<file path="config.mk">
export PLATFORM = sky130hd
export DESIGN_NAME = exu_dispatch
export DESIGN_NICKNAME = d
export VERILOG_FILES = /design/src/rtl/exu_dispatch.sv
export SDC_FILE = /design/constraint.sdc
export NUM_CORES = 1
export LEC_CHECK = 0
export CORE_ASPECT_RATIO = 0.9
export CORE_MARGIN = 2
export CORE_UTILIZATION = 45
export DETAILED_ROUTE_END_ITERATION = 8
export PLACE_DENSITY = 0.74
export SLEW_MARGIN = 20
export SYNTH_ARGS = -nofsm -noshare
export SYNTH_HDL_FRONTEND = slang
export SYNTH_SLANG_ARGS = --single-unit
export TNS_END_PERCENT = 20
</file>
<file path="constraint.sdc">
create_clock -name clock -period 2.35 [get_ports clock]
set_clock_uncertainty 0.2 [all_clocks]
set_input_delay 0.47 -clock clock [delete_from_list [all_inputs] [get_ports clock]]
set_output_delay 0.47 -clock clock [all_outputs]
set_load 0.03 [all_outputs]
</file>
<file path="src/rtl/exu_dispatch.sv">
// Execute-stage sequencer: routes one instruction at a time to fu or lsu, collects the
// result for WBU, and keeps a hang watchdog plus performance counters.
module exu_dispatch #(
    parameter logic [7:0] LOAD_TYPE  = 8'h03,
    parameter logic [7:0] STORE_TYPE = 8'h23,
    parameter int         TMO_CYCLES = 1024
) (
    input  logic        clock,
    input  logic        reset,
    input  logic        idu_valid_i,
    output logic        exu_ready_o,
    input  logic [7:0]  inst_type_i,
    output logic        fu_valid_o,
    input  logic        fu_ready_i,
    input  logic        fu_done_valid_i,
    output logic        fu_done_ready_o,
    input  logic [31:0] fu_result_i,
    output logic        lsu_valid_o,
    input  logic        lsu_ready_i,
    input  logic        lsu_done_valid_i,
    output logic        lsu_done_ready_o,
    input  logic [31:0] lsu_result_i,
    output logic        wbu_valid_o,
    input  logic        wbu_ready_i,
    output logic [31:0] wbu_result_o,
    output logic        wbu_from_lsu_o,
    output logic        timeout_o,
    output logic [31:0] nr_fu_o,
    output logic [31:0] nr_lsu_o,
    output logic [31:0] nr_busy_o
);

    // state | meaning
    // IDLE  | ready for a new instruction from IDU
    // ISSUE | request held toward the selected unit
    // WAIT  | waiting for the selected unit's result
    // WB    | result presented to WBU
    typedef enum logic [3:0] {
        S_IDLE  = 4'b0001,
        S_ISSUE = 4'b0010,
        S_WAIT  = 4'b0100,
        S_WB    = 4'b1000
    } state_t;

    localparam int             TW       = $clog2(TMO_CYCLES + 1);
    localparam logic [TW-1:0]  TMO_LOAD = TW'(TMO_CYCLES);
    localparam logic [TW-1:0]  TMO_ONE  = TW'(1);

    state_t        state, state_nxt;
    logic          sel;
    logic          accept, done_hs, wb_hs;
    logic [TW-1:0] tmo_cnt;

    always_ff @(posedge clock or negedge reset) begin
        if (!reset) state <= S_IDLE;
        else        state <= state_nxt;
    end

    always_comb begin
        state_nxt        = state;
        exu_ready_o      = 1'b0;
        fu_valid_o       = 1'b0;
        lsu_valid_o      = 1'b0;
        fu_done_ready_o  = 1'b0;
        lsu_done_ready_o = 1'b0;
        wbu_valid_o      = 1'b0;
        accept           = 1'b0;
        done_hs          = 1'b0;
        wb_hs            = 1'b0;
        unique case (state)
            S_IDLE: begin
                exu_ready_o = 1'b1;
                if (idu_valid_i) begin
                    accept    = 1'b1;
                    state_nxt = S_ISSUE;
                end
            end
            S_ISSUE: begin
                fu_valid_o  = !sel;
                lsu_valid_o = sel;
                if (sel ? lsu_ready_i : fu_ready_i) state_nxt = S_WAIT;
            end
            S_WAIT: begin
                fu_done_ready_o  = !sel;
                lsu_done_ready_o = sel;
                if (sel ? lsu_done_valid_i : fu_done_valid_i) begin
                    done_hs   = 1'b1;
                    state_nxt = S_WB;
                end
            end
            S_WB: begin
                wbu_valid_o = 1'b1;
                if (wbu_ready_i) begin
                    wb_hs     = 1'b1;
                    state_nxt = S_IDLE;
                end
            end
            default: state_nxt = S_IDLE;
        endcase
    end

    always_ff @(posedge clock or negedge reset) begin
        if (!reset) begin
            sel            <= 1'b0;
            wbu_result_o   <= 32'd0;
            wbu_from_lsu_o <= 1'b0;
            nr_fu_o        <= 32'd0;
            nr_lsu_o       <= 32'd0;
            nr_busy_o      <= 32'd0;
        end else begin
            if (accept) sel <= (inst_type_i == LOAD_TYPE) || (inst_type_i == STORE_TYPE);
            if (done_hs) begin
                wbu_result_o   <= sel ? lsu_result_i : fu_result_i;
                wbu_from_lsu_o <= sel;
            end
            if (wb_hs) begin
                if (wbu_from_lsu_o) nr_lsu_o <= nr_lsu_o + 32'd1;
                else                nr_fu_o  <= nr_fu_o + 32'd1;
            end
            if (state != S_IDLE) nr_busy_o <= nr_busy_o + 32'd1;
        end
    end

    // Watchdog counts down from TMO_CYCLES; reaching zero flags the hang but never aborts.
    always_ff @(posedge clock or negedge reset) begin
        if (!reset) begin
            tmo_cnt   <= '0;
            timeout_o <= 1'b0;
        end else if (accept) begin
            tmo_cnt <= TMO_LOAD;
        end else if ((state == S_ISSUE || state == S_WAIT) && tmo_cnt != '0) begin
            tmo_cnt <= tmo_cnt - TMO_ONE;
            if (tmo_cnt == TMO_ONE) timeout_o <= 1'b1;
        end
    end

endmodule

</file>
==> results by group, run 1 <==
Floorplanning
  • Initial core utilization: 45.9%
  • Area of the core: 15400 um^2
  • I/O pin count: 216
  • Chip Width: about 140 um
  • Die ar.: roughly 17000 um^2
  • Die Height: 123 um
  • Std-Cell Rows: 43

Global route
  • First-pass GRT wire length: 29300 um
  • Initial antenna violation count: 0
  • Total routing usage reported by global routing: 22.7%
  • Largest net degree at the start of global routing: 52
  • Total grt overflow: 0
  • Vias in the first global route: 5829

Outcome
  • Failing checks: negative setup slack
  • Run status: finished, violations left

Critical path
  • Data required, critical path: 1.68 ns
  • R2r worst-path depth: 7
  • Critical path class: reg -> out
  • Crit. End Element: primary output
  • Crit start category: register
  • Critical path arrival: between 1.5 and 2 ns
  • Crit path max fanout: 6

Detailed routing
  • Wire per inst: 16.7 um
  • Drt pass-1 iters: 5
  • Antenna viol nets, final: 0
  • Vias per cell: between 5 and 6
  • Initial DRC count: 341
  • # DRC: 0
  • Drt total wl: roughly 18000 um
  • DR vias: roughly 5800

Yosys
  • Synth Instances: between 600 and 700
  • Synth cell count leaders: dfrtp_1, nand2_1, xnor2_1
  • Top-area cell type share of the netlist area: 51.4%
  • Synth warnings: 0
  • Post-synth EDFFs: 0
  • Largest area contributor in the netlist: dfrtp_1
  • Synth Area per Inst: 10.9 um^2
  • Async S/R FF share, synth: 100%
  • Ys flop type: dfrtp_1
  • Synthesized cell area: 7060 um^2
  • Distinct cells, synth: 55
  • Count leader, synth: dfrtp_1
  • Post-Syn Nets: between 700 and 800
  • Seq/Total Area, Yosys: a little over 50%
  • Top cells by area, synth: dfrtp_1, xnor2_1, mux2i_1
  • #FFs+latches synth: 146

Clock tree
  • CTS tree: built
  • Root buf cell: clkbuf_16
  • CTS H-Tree Depth: 4
  • Sink Count: 146
  • Clk buf depth: 2
  • Clk_lat worst skew: 0.42 ns
  • Clock transition at the registers of the reported paths: 0.06 ns
  • Num CTS Buffers: 17

Run
  • Total of max-cap violations: 0

Finish
  • Fill cells: 1216
  • Final core utilization: 66.5%
  • Share of post-route cells with drive strength above 1: approximately an eighth
  • Layout Nets: 974
  • Area growth, synth to finish: 44.9%
  • Antenna diode count: 0

Timing
  • Final worst slack: -0.0342 ns
  • Max Slew Vio Count: 0
  • RSZ-0062 raised after global routing: yes
  • Hold Vio Cnt, Final: 0
  • # setup viols final: 4
  • Max Freq: 419 MHz
  • Worst-margin pin slew: 0.602 ns
  • Fin crit share: 101%
  • Slew headroom: 59.7%
  • Period minus WS final: 2.38 ns

Pwr
  • Power Total: ~0.008 W
  • PwrDens: 777 nW/um^2
  • LEAKAGE: 4.36 nW
  • VDD IR max: around 0.59 mV

Placement
  • Placement Setup Slack: -0.0223 ns
  • GP Congestion: 0.833
  • DP HPWL: 13400 um
  • IO Port Bufs: 214

Min path
  • Hold WC Path Type: reg -> reg
  • Hold Path Depth: 1
## metal layers
layer	up-vias	GRT usage [%]	wire, um
li1	2769	-	-
met1	2829	28.7	7820
met2	202	37.0	8920
met3	40	6.82	1160
met4	0	8.27	463
met5	-	0	0
## cell usage in the layout, fill, tap and decap left out, types with 3 or more instances in the layout
cell type	count
nand2_1	72
xnor2_1	66
inv_1	16
ha_1	5
nor3_2	13
dfrtp_1	144
xor2_1	28
mux2i_1	41
nor4_4	3
clkinv_2	4
nor4_1	10
buf_4	28
and4_1	12
o21ai_0	36
nand2b_1	3
clkinv_4	3
a21oi_1	6
nor3_1	9
buf_12	5
clkinvlp_4	4
nor4_2	4
nand3_1	33
buf_6	5
or4b_4	3
and3_1	16
and2_1	6
nand4_1	40
clkbuf_16	17
clkdlybuf4s50_1	205
nor2_1	19
## power breakdown
part	internal (W)	total, W	switching (W)
Combinational	0.00105	0.00231	0.00126
Clock	0.00144	0.00249	0.00105
Sequential	0.00285	0.00315	0.000299
Total	0.00534	0.00795	0.00261
## logic make-up (layout without fill, tap and decap cells)
group,count (synthesis),count (layout),synth area share (%)
buffers and inverters,44,294,2.98
multiplexers,43,43,6.13
AO/OA/AOI/OAI,55,55,4.32
AND/OR/NAND/NOR,263,263,22.3
XOR/XNOR,94,94,11.7
adder cells (fa/ha/maj),5,5,0.886
flip-flops,146,146,51.8
## state kept, by name, summed over array words and instances, names as in the netlist
signal and count:
nr_busy_o 32, nr_fu_o 32, nr_lsu_o 32, sel 1
state 4, timeout_o 1, tmo_cnt 11, wbu_from_lsu_o 1
wbu_result_o 32
## timing repair
item | CTS | global route
hold endpoints to repair | 48 | 0
hold buffers | 1 | 0
resized for setup | 12 | 8
setup endpoints to repair | 8 | 18
pin swaps | 2 | 1
buffers inserted | 6 | 2
## path summary, 6_finish.rpt
check / to / slack, ns / start
max: fu_valid_o / -0.03 / state[3]
min: nr_lsu_o[31] / 0.27 / nr_lsu_o[31]
max reg2reg: nr_lsu_o[31] / 0.10 / state[0]
min reg2reg: nr_lsu_o[31] / 0.27 / nr_lsu_o[31]
max in group asynchronous: state[0] / 0.93 / reset
min in group asynchronous: nr_busy_o[25] / 0.37 / reset
## through the flow
step | hold WS, ns | cell area [um^2] | cells | TNS [ns]
global route | 0.297 | 10200 | 1102 | -0.479
CTS | 0.275 | 10200 | 1100 | -0.262
detailed placement | 0.251 | 9540 | 1063 | -0.0223
finish | 0.274 | 10200 | 1102 | -0.0979
global placement | 0.246 | 9540 | 1063 | 0
floorplan | -0.0256 | 7060 | 650 | 0
## area by class of cell
cell class / count / area [um^2] / area share [%]
clock buffer: 17 / 425 / 4.16
clock inverter: 13 / 115 / 1.13
inverter: 18 / 75.1 / 0.734
multi-input combinational: 460 / 3260 / 31.8
sequential: 146 / 3660 / 35.7
tap: 202 / 253 / 2.47
timing repair buffer: 246 / 2450 / 23.9
## critical path: stages (launching register included)
cell and delay (ns):
dfrtp_1 0.44, or4b_4 0.56, nor2_4 0.16, buf_12 0.13
No activity file was read; power rests on OpenSTA's default activity.
==> run 2: changes to the inputs <==
CORE_ASPECT_RATIO = 1.5   (was 0.9)
==> results by group, run 2 (synthesis results as in run 1) <==
Detailed routing
  • Wire per inst: 16.5 um (was 16.7 um)
  • Initial DRC count: 211 (was 341)
  • Drt total wl: 18200 um (was 18400 um)
  • Drt pass-1 iters: 4 (was 5)
  • Antenna viol nets, final: 0 (unchanged)
  • # DRC: 0 (unchanged)
  • Vias per cell: 5.26 (was 5.30)
  • DR vias: 5801 (was 5840)

Global route
  • Total routing usage reported by global routing: 22.4% (was 22.7%)
  • First-pass GRT wire length: 29700 um (was 29300 um)
  • Initial antenna violation count: 0 (unchanged)
  • Vias in the first global route: 6060 (was 5829)
  • Largest net degree at the start of global routing: 65 (was 52)
  • Total grt overflow: 0 (unchanged)

Clock tree
  • Sink Count: 146 (unchanged)
  • CTS tree: built (unchanged)
  • CTS H-Tree Depth: 4 (unchanged)
  • Clock transition at the registers of the reported paths: 0.06 ns (about the same)
  • Clk_lat worst skew: 0.41 ns (was 0.42 ns)
  • Root buf cell: clkbuf_16 (unchanged)
  • Num CTS Buffers: 17 (unchanged)
  • Clk buf depth: 2 (unchanged)

Min path
  • Hold_sp: wbu_result_o[13] (was nr_lsu_o[31])
  • Hold WC Path Type: reg -> reg (unchanged)

Placement
  • GP Congestion: 0.845 (was 0.833)
  • DP Cell Count: 1063 (unchanged)
  • Placement Setup Slack: -0.00962 ns (was -0.0223 ns)
  • IO Port Bufs: 214 (unchanged)
  • DP HPWL: 13400 um (about the same)

Finish
  • Antenna diode count: 0 (unchanged)
  • Final core utilization: 66.9% (was 66.5%)
  • Area growth, synth to finish: 46.7% (was 44.9%)
  • Commonest cells after routing, fill and taps aside: clkdlybuf4s50_1, dfrtp_1, nand2_1, xnor2_1, mux2i_1 (unchanged)
  • Share of post-route cells with drive strength above 1: 12.1% (was 12.2%)
  • Fin cells: 1103 (was 1102)
  • Fill cells: 1197 (was 1216)
  • Layout Nets: 973 (was 974)
  • Commonest non-fill, non-tap cell in the layout: clkdlybuf4s50_1 (unchanged)

Critical path
  • Critical path arrival: 1.73 ns (was 1.71 ns)
  • Crit path max fanout: 6 (unchanged)
  • Slowest Stage Delay on Critical Path: 0.57 ns (was 0.56 ns)
  • Crit-path slowest cell: dfstp_2 (was or4b_4)
  • Crit Reg-Reg Startpoint: state[1] (was state[0])
  • Data required, critical path: 1.68 ns (about the same)
  • CP startpoint: state[0] (was state[3])
  • Cell Chain, Critical Path: or4b_4, inv_6, buf_6 (was or4b_4, nor2_4, buf_12)
  • Crit. End Element: primary output (unchanged)
  • Crit start category: register (unchanged)
  • Critical path class: reg -> out (unchanged)

Floorplanning
  • Chip Width: 106 um (was 136 um)
  • I/O pin count: 216 (unchanged)
  • Area of the core: 15500 um^2 (was 15400 um^2)
  • Die Height: 157 um (was 123 um)
  • Die ar.: 16700 um^2 (about the same)
  • Initial core utilization: 45.6% (was 45.9%)
  • Std-Cell Rows: 56 (was 43)

Timing
  • Fin crit share: 102% (was 101%)
  • Final worst slack: -0.0455 ns (was -0.0342 ns)
  • Max Slew Vio Count: 0 (unchanged)
  • Max Freq: 417 MHz (was 419 MHz)
  • Worst-margin pin slew: 0.924 ns (was 0.602 ns)
  • # setup viols final: 2 (was 4)
  • Slew headroom: 37.8% (was 59.7%)
  • RSZ-0062 raised after global routing: yes (unchanged)
  • Period minus WS final: 2.40 ns (was 2.38 ns)
  • Hold Vio Cnt, Final: 0 (unchanged)

Pwr
  • Net Sw Power: 0.00260 W (was 0.00261 W)
  • VDD IR max: 0.462 mV (was 0.586 mV)
  • Comb pwr share: 27.1% (was 29.1%)
  • Share of power burned in the clock network: 34.4% (was 31.3%)
  • LEAKAGE: 4.39 nW (was 4.36 nW)
  • PwrDens: 794 nW/um^2 (was 777 nW/um^2)
  • Cell-internal power: 0.00562 W (was 0.00534 W)
  • Sw Share: 31.6% (was 32.8%)
  • Sequential Power Share: 38.4% (was 39.6%)

Run
  • Total of max-cap violations: 0 (unchanged)

Outcome
  • Failing checks: negative setup slack (unchanged)
  • Run status: finished, violations left (unchanged)
[run 2: cell types whose count changed in the layout (fill, tap and decap cells not counted), sizes merged, moves of 2 or more]
| cell | delta |
|---|---|
| bufinv | +3 |
| clkdlybuf4s50 | +2 |
| clkbuf | +2 |
| clkinvlp | -2 |
[run 2: timing repair]
action	in CTS	in global routing
gates cloned	0	0
buffers inserted	1	7
pin swaps	0	3
hold endpoints to repair	48	0
setup endpoints to repair	7	8
gates resized for setup	12	9
hold buffers	1	0
[run 2: path summary, 6_finish.rpt]
kind / to / slack [ns] / cells past startpoint
worst max-delay path: exu_ready_o / -0.05 / 3
worst min-delay path: wbu_result_o[13] / 0.28 / 2
worst max register to register: nr_fu_o[26] / 0.06 / 5
worst min register to register: wbu_result_o[13] / 0.28 / 2
max in group asynchronous: state[0] / 0.92 / 3
min in group asynchronous: nr_lsu_o[19] / 0.39 / 2
[run 2: per-layer routing]
| layer | track usage, % | routed length [um] | vias up |
|---|---|---|---|
| li1 | - | - | 2773 |
| met1 | 24.6 | 6830 | 2822 |
| met2 | 41.1 | 9950 | 181 |
| met3 | 5.59 | 1040 | 25 |
| met4 | 8.33 | 384 | 0 |
| met5 | 0 | 0 | - |
[run 2: worst max-delay path, delay by kind of cell, from the launching register on]
family	cells	cell delay [ns]
flops	1	0.57
simple gates	1	0.52
buf+inv	2	0.23
[run 2: layout make-up]
cell class / instances / area, um^2 / area share, %
flip-flops and latches: 146 / 3660 / 35.3
repair buffers: 245 / 2490 / 24.0
multi-input cells: 460 / 3260 / 31.5
clock inverters: 12 / 184 / 1.78
inverters: 18 / 77.6 / 0.749
clock buffers: 19 / 433 / 4.18
well taps: 203 / 254 / 2.45
[run 2: metrics by stage]
stage	instance area, um^2	hold slack [ns]	total power, W	TNS [ns]
detailed placement	9590	0.264	0.00532	-0.00962
floorplan	7060	-0.0256	0.00434	0
CTS	10300	0.277	0.00824	-0.252
global placement	9590	0.262	0.00524	0
global route	10400	0.308	0.00863	-0.368
finish	10400	0.278	0.00822	-0.0881
[run 2: power groups by stage]
stage / sequential, W / clock (W) / combinational [W]
2_1_floorplan: 0.00356 / 0 / 0.000784
3_3_place_gp: 0.00318 / 0 / 0.00206
3_5_place_dp: 0.00320 / 0 / 0.00212
4_1_cts: 0.00316 / 0.00288 / 0.00220
5_1_grt: 0.00321 / 0.00301 / 0.00241
6_report: 0.00316 / 0.00283 / 0.00223
